File: src/rtl/frame_source.sv
// Video frame source: generates sync/DE timing and streams pixels from a FIFO or
// built-in colour bars into the image-processing chain.
module frame_source #(
    parameter int unsigned H_SYNC  = 41,
    parameter int unsigned H_BACK  = 2,
    parameter int unsigned H_DISP  = 480,
    parameter int unsigned H_FRONT = 2,
    parameter int unsigned V_SYNC  = 10,
    parameter int unsigned V_BACK  = 2,
    parameter int unsigned V_DISP  = 272,
    parameter int unsigned V_FRONT = 2
) (
    input  logic        clk,
    input  logic        rst_n,
    input  logic        enable,
    input  logic        pattern_en,
    output logic        fifo_rd_req,
    input  logic [15:0] fifo_rd_data,
    input  logic        fifo_empty,
    output logic        frame_vsync,
    output logic        frame_hsync,
    output logic        frame_de,
    output logic [15:0] rgb,
    output logic [10:0] xpos,
    output logic [10:0] ypos,
    output logic [10:0] h_disp,
    output logic [10:0] v_disp,
    output logic        frame_done,
    output logic        underflow
);

    localparam int unsigned H_TOTAL = H_SYNC + H_BACK + H_DISP + H_FRONT;
    localparam int unsigned V_TOTAL = V_SYNC + V_BACK + V_DISP + V_FRONT;

    localparam logic [10:0] H_TOT_M1    = 11'(H_TOTAL - 1);
    localparam logic [10:0] V_TOT_M1    = 11'(V_TOTAL - 1);
    localparam logic [10:0] H_SYNC_END  = 11'(H_SYNC);
    localparam logic [10:0] V_SYNC_END  = 11'(V_SYNC);
    localparam logic [10:0] H_ACT_START = 11'(H_SYNC + H_BACK);
    localparam logic [10:0] V_ACT_START = 11'(V_SYNC + V_BACK);
    localparam logic [10:0] H_ACT_END   = 11'(H_SYNC + H_BACK + H_DISP);
    localparam logic [10:0] V_ACT_END   = 11'(V_SYNC + V_BACK + V_DISP);
    localparam logic [10:0] H_ACT_LAST  = 11'(H_SYNC + H_BACK + H_DISP - 1);
    localparam logic [10:0] V_ACT_LAST  = 11'(V_SYNC + V_BACK + V_DISP - 1);
    localparam logic [10:0] BAR_W_M1    = 11'((H_DISP >> 3) - 1);

    logic [10:0] h_cnt_q, v_cnt_q;
    logic        pattern_q;
    logic [10:0] bar_cnt_q;
    logic [2:0]  bar_idx_q;
    logic        hsync_q, vsync_q, de_q, done_q, grant_q, underflow_q;
    logic [10:0] xpos_q, ypos_q;
    logic [15:0] bar_rgb_q;

    logic        h_act, v_act, pre_de;
    logic [15:0] bar_color;

    assign h_act       = (h_cnt_q >= H_ACT_START) && (h_cnt_q < H_ACT_END);
    assign v_act       = (v_cnt_q >= V_ACT_START) && (v_cnt_q < V_ACT_END);
    assign pre_de      = enable & h_act & v_act;
    assign fifo_rd_req = pre_de & ~pattern_q & ~fifo_empty;

    always_comb begin
        bar_color = 16'h0000;
        case (bar_idx_q)
            3'd0:    bar_color = 16'hFFFF;
            3'd1:    bar_color = 16'hFFE0;
            3'd2:    bar_color = 16'h07FF;
            3'd3:    bar_color = 16'h07E0;
            3'd4:    bar_color = 16'hF81F;
            3'd5:    bar_color = 16'hF800;
            3'd6:    bar_color = 16'h001F;
            default: bar_color = 16'h0000;
        endcase
    end

    always_ff @(posedge clk or negedge rst_n) begin
        if (!rst_n) begin
            h_cnt_q     <= '0;
            v_cnt_q     <= '0;
            pattern_q   <= 1'b0;
            bar_cnt_q   <= '0;
            bar_idx_q   <= '0;
            hsync_q     <= 1'b0;
            vsync_q     <= 1'b0;
            de_q        <= 1'b0;
            done_q      <= 1'b0;
            grant_q     <= 1'b0;
            underflow_q <= 1'b0;
            xpos_q      <= '0;
            ypos_q      <= '0;
            bar_rgb_q   <= '0;
        end else if (!enable) begin
            // Idle: park at frame start so the next enable begins a full frame.
            h_cnt_q   <= '0;
            v_cnt_q   <= '0;
            bar_cnt_q <= '0;
            bar_idx_q <= '0;
            hsync_q   <= 1'b0;
            vsync_q   <= 1'b0;
            de_q      <= 1'b0;
            done_q    <= 1'b0;
            grant_q   <= 1'b0;
            xpos_q    <= '0;
            ypos_q    <= '0;
            bar_rgb_q <= '0;
        end else begin
            if (h_cnt_q == H_TOT_M1) begin
                h_cnt_q <= '0;
                v_cnt_q <= (v_cnt_q == V_TOT_M1) ? 11'd0 : v_cnt_q + 11'd1;
            end else begin
                h_cnt_q <= h_cnt_q + 11'd1;
            end

            if (h_cnt_q == 11'd0 && v_cnt_q == 11'd0) begin
                pattern_q <= pattern_en;
            end

            hsync_q   <= (h_cnt_q < H_SYNC_END);
            vsync_q   <= (v_cnt_q < V_SYNC_END);
            de_q      <= pre_de;
            grant_q   <= fifo_rd_req;
            done_q    <= pre_de && (h_cnt_q == H_ACT_LAST) && (v_cnt_q == V_ACT_LAST);
            xpos_q    <= pre_de ? h_cnt_q - H_ACT_START : 11'd0;
            ypos_q    <= pre_de ? v_cnt_q - V_ACT_START : 11'd0;
            bar_rgb_q <= (pre_de && pattern_q) ? bar_color : 16'h0000;

            if (pre_de && !pattern_q && fifo_empty) begin
                underflow_q <= 1'b1;
            end

            // Bar position tracks the pixel without a divider; bar 7 soaks up the remainder.
            if (!h_act) begin
                bar_cnt_q <= '0;
                bar_idx_q <= '0;
            end else if (bar_idx_q != 3'd7) begin
                if (bar_cnt_q == BAR_W_M1) begin
                    bar_cnt_q <= '0;
                    bar_idx_q <= bar_idx_q + 3'd1;
                end else begin
                    bar_cnt_q <= bar_cnt_q + 11'd1;
                end
            end
        end
    end

    // FIFO data arrives the clock after the request, so it bypasses the output register.
    assign rgb         = grant_q ? fifo_rd_data : bar_rgb_q;
    assign frame_hsync = hsync_q;
    assign frame_vsync = vsync_q;
    assign frame_de    = de_q;
    assign frame_done  = done_q;
    assign xpos        = xpos_q;
    assign ypos        = ypos_q;
    assign underflow   = underflow_q;
    assign h_disp      = 11'(H_DISP);
    assign v_disp      = 11'(V_DISP);

endmodule

File: config.mk
export PLATFORM = sky130hd
export DESIGN_NAME = frame_source
export DESIGN_NICKNAME = d
export VERILOG_FILES = /design/src/rtl/frame_source.sv
export SDC_FILE = /design/constraint.sdc
export NUM_CORES = 1
export LEC_CHECK = 0
export CORE_MARGIN = 1
export CORE_UTILIZATION = 47
export DETAILED_ROUTE_END_ITERATION = 8
export GPL_TIMING_DRIVEN = 0
export PLACE_DENSITY = 0.77
export SETUP_SLACK_MARGIN = 0.3
export SLEW_MARGIN = 20
export SYNTH_ARGS = -nofsm -noshare
export SYNTH_HDL_FRONTEND = slang
export SYNTH_SLANG_ARGS = --single-unit
export TNS_END_PERCENT = 100
File: constraint.sdc
create_clock -name clk -period 2.4 [get_ports clk]
set_clock_uncertainty 0.05 [all_clocks]
set_input_delay 0.6 -clock clk [delete_from_list [all_inputs] [get_ports clk]]
set_output_delay 0.6 -clock clk [all_outputs]
set_load 0.05 [all_outputs]
==> impl_metrics.ini, run 1 <==
[grt]
met2_usage = 0.375
grt_pass1_vias = 3236
grt_pass1_wl_microns = 15700
grt_max_degree = 47
globalRouteMet1Util = 0.288
busiest_layer = met2
grt_usage = 0.224
antenna_found_initial = 0
grt_use_met3 = 0.0379
gr-total-overflow = 0

[drt]
route.vias.total = 3368
drc = 0
drt_wl_total_microns = 9520
vias_per_cell = 5.20
drt-pass1-iter-count = 4
ant_nets = 0
wire_per_inst_microns = 14.7
drt_iter0_drc = 151

[synthesis]
async_reset_ff_frac = 1.00
synth_cells = 436
synth-main-ff-cell = dfrtp_1
synth_warnings = 0
yosysSeqAreaShare = 0.409
synth_seq_cells = 68
synth.distinct_cells = 55
syn_area_sq_um = 4160
synth_edf_count = 0
syn_avg_cell_area_sq_um = 9.53

[timing]
slew-limit-headroom = 0.406
whs_ns = 0.101
hold_violations = 0
worstMarginPinSlew_ns = 0.887
fin_crit_sh = 1.16
rsz0062_at_grt = yes
setup_viol = 1
setup_ws_ns = -0.387
drv_slew = 0
fmax_mhz = 359
period_minus_slack_ns = 2.79

[pwr]
ir_drop_mv = 0.282
power_density_nw_per_um2 = 462
leakagePower_nw = 2.43

[final_layout]
area_growth_syn_to_layout_pct = 27.3
n_antenna_cell = 0
layout_commonest_cell = dfrtp_1
final_cell_mix = dfrtp_1 (64), nand2_1 (56), buf_4 (48)
utilization = 0.631
final_area_sq_um = 5290
nets = 577
final_layout_size_suffix_gt1_frac = 0.256

[setup_path]
cpMostUsedCell = buf_6
rrSetupSlack_ns = 0.25
endpoint_kind = output port
worstSetupPathType = reg2out
cp_max_fo = 8
crit_chain = buf_2 > or3_4 > o21ai_2 > o211ai_2 > buf_6 > nor4_4 > buf_6
startpoint_type = flop
crit_slowest_cell = or3_4
worstPathRequired_ns = 1.75
cpPeakStageDelay_ns = 0.41
cp_data_arrival_time_ns = 2.14

[outcome]
outcome = finished, violations left
violations = setup timing

[floorplan]
die_area_sq_um = 9220
die_x_microns = 96.0
die_h_microns = 96.0
start_util = 0.496
rows = 33
design.core.area_sq_um = 8380
ios = 87

[clock_network]
clk_pin_slew_ns = 0.08
ctsHoldBuffers = 0
clk_latency_ns = 0.34
cts.sinks = 68
cts_max_path_buffers = 2
cts.root.buffer_cell = clkbuf_8
htreeDepth = 3
cts_buffers = 9
cts_tree = done

[place]
gp_congestion = 0.887
hpwl_microns = 6640
placed_cell_area_sq_um = 5030
port_buffers = 64

[min_path]
hold_path_class = in2async

[run]
cap_violations = 0
==> state kept, by name, summed over array words and instances (netlist names) <==
register,cells
h_cnt_q,11
underflow,1
grant_q,1
bar_idx_q,3
ypos,11
v_cnt_q,11
pattern_q,1
frame_vsync,1
frame_done,1
bar_rgb_q,3
frame_de,1
frame_hsync,1
xpos,11
bar_cnt_q,11
==> synthesized netlist by cell type (7+ instances only) <==
cell,count,share of area
a21oi_1,12,0.014
buf_2,7,0.0084
buf_4,25,0.045
buf_6,7,0.019
dfrtp_1,68,0.41
ha_1,16,0.048
inv_1,24,0.022
nand2_1,57,0.051
nand2b_1,10,0.015
nand3_1,16,0.019
nand4_1,10,0.015
nor2_1,32,0.029
nor3_1,14,0.017
nor3_2,23,0.055
o21ai_0,8,0.0096
xnor2_1,22,0.046
==> per-layer routing <==
layer / share of wire / vias up
li1: - / 1659
met1: 0.45 / 1606
met2: 0.49 / 86
met3: 0.042 / 17
met4: 0.020 / 0
met5: 0 / -
==> per-stage QoR <==
step	setup TNS [ns]	setup WS (ns)	total power, mW	instances
6_report	-0.387	-0.387	2.44	648
2_1_floorplan	-0.331	-0.331	1.41	456
3_5_place_dp	-5.27	-1.25	1.50	626
3_3_place_gp	-111.01	-1.56	1.49	625
5_1_grt	-0.461	-0.461	2.54	648
4_1_cts	-0.396	-0.396	2.45	647
==> final timing paths <==
| kind | endpoint | cells after the start | from |
|---|---|---|---|
| worst max-delay path | fifo_rd_req | 7 | v_cnt_q[7]$_DFFE_PN0P_ |
| worst min-delay path | xpos[10]$_DFF_PN0_ | 1 | rst_n |
| worst max register to register | v_cnt_q[5]$_DFFE_PN0P_ | 7 | h_cnt_q[0]$_DFF_PN0_ |
| worst min register to register | underflow$_DFFE_PN0P_ | 2 | underflow$_DFFE_PN0P_ |
| max in group asynchronous | v_cnt_q[2]$_DFFE_PN0P_ | 2 | rst_n |
| min in group clk | underflow$_DFFE_PN0P_ | 2 | underflow$_DFFE_PN0P_ |
==> critical path, delay by kind of cell, from the launching register on <==
kind / cells / cell delay (ns)
buffers and inverters: 3 / 0.52
flip-flops: 1 / 0.37
AND/OR/NAND/NOR: 2 / 0.62
AO/OA/AOI/OAI: 2 / 0.27
==> cells by family (layout without fill, tap and decap cells) <==
kind of cell | after synthesis | in the layout | synth area share
adders and majority gates | 16 | 16 | 0.0482
buffers and inverters | 71 | 158 | 0.101
and+or+nand+nor | 196 | 196 | 0.274
AOI/OAI and AO/OA | 53 | 53 | 0.101
other | 2 | 22 | 0.00181
muxes | 2 | 2 | 0.00512
DFF | 68 | 68 | 0.409
xor gates and xnor gates | 28 | 28 | 0.0590
==> what timing repair did <==
item,CTS,global route
buffers inserted,7,1
endpoints found under the setup margin,54,52
resized for setup,142,14
pin swaps,4,0
==> power by group <==
group | total [mW] | switching (mW) | internal, mW
registers | 1.18 | 0.0197 | 1.16
logic | 0.317 | 0.209 | 0.108
clock network | 0.948 | 0.423 | 0.525
==> layout make-up <==
cell class	instances	area, sq um
inverters	24	90.1
well taps	105	131
fillers	722	3090
clock inverters	2	35.0
flip-flops and latches	68	1710
repair buffers	73	661
plain buffers	47	347
multi-input cells	317	2160
clock buffers	12	155
Note: power is estimated with default switching activity, not from simulation.
==> run 2, diff against run 1 <==
Settings changed: CTS_CLUSTER_DIAMETER from default to 50.
==> results of run 2 <==
Same layout as run 1: the final DEF is identical, and so are final timing and power.
==> run 3, diff against run 2 <==
Settings changed: CAP_MARGIN from default to 10.
==> results of run 3 <==
Same layout as run 1: the final DEF is identical, and so are final timing and power.
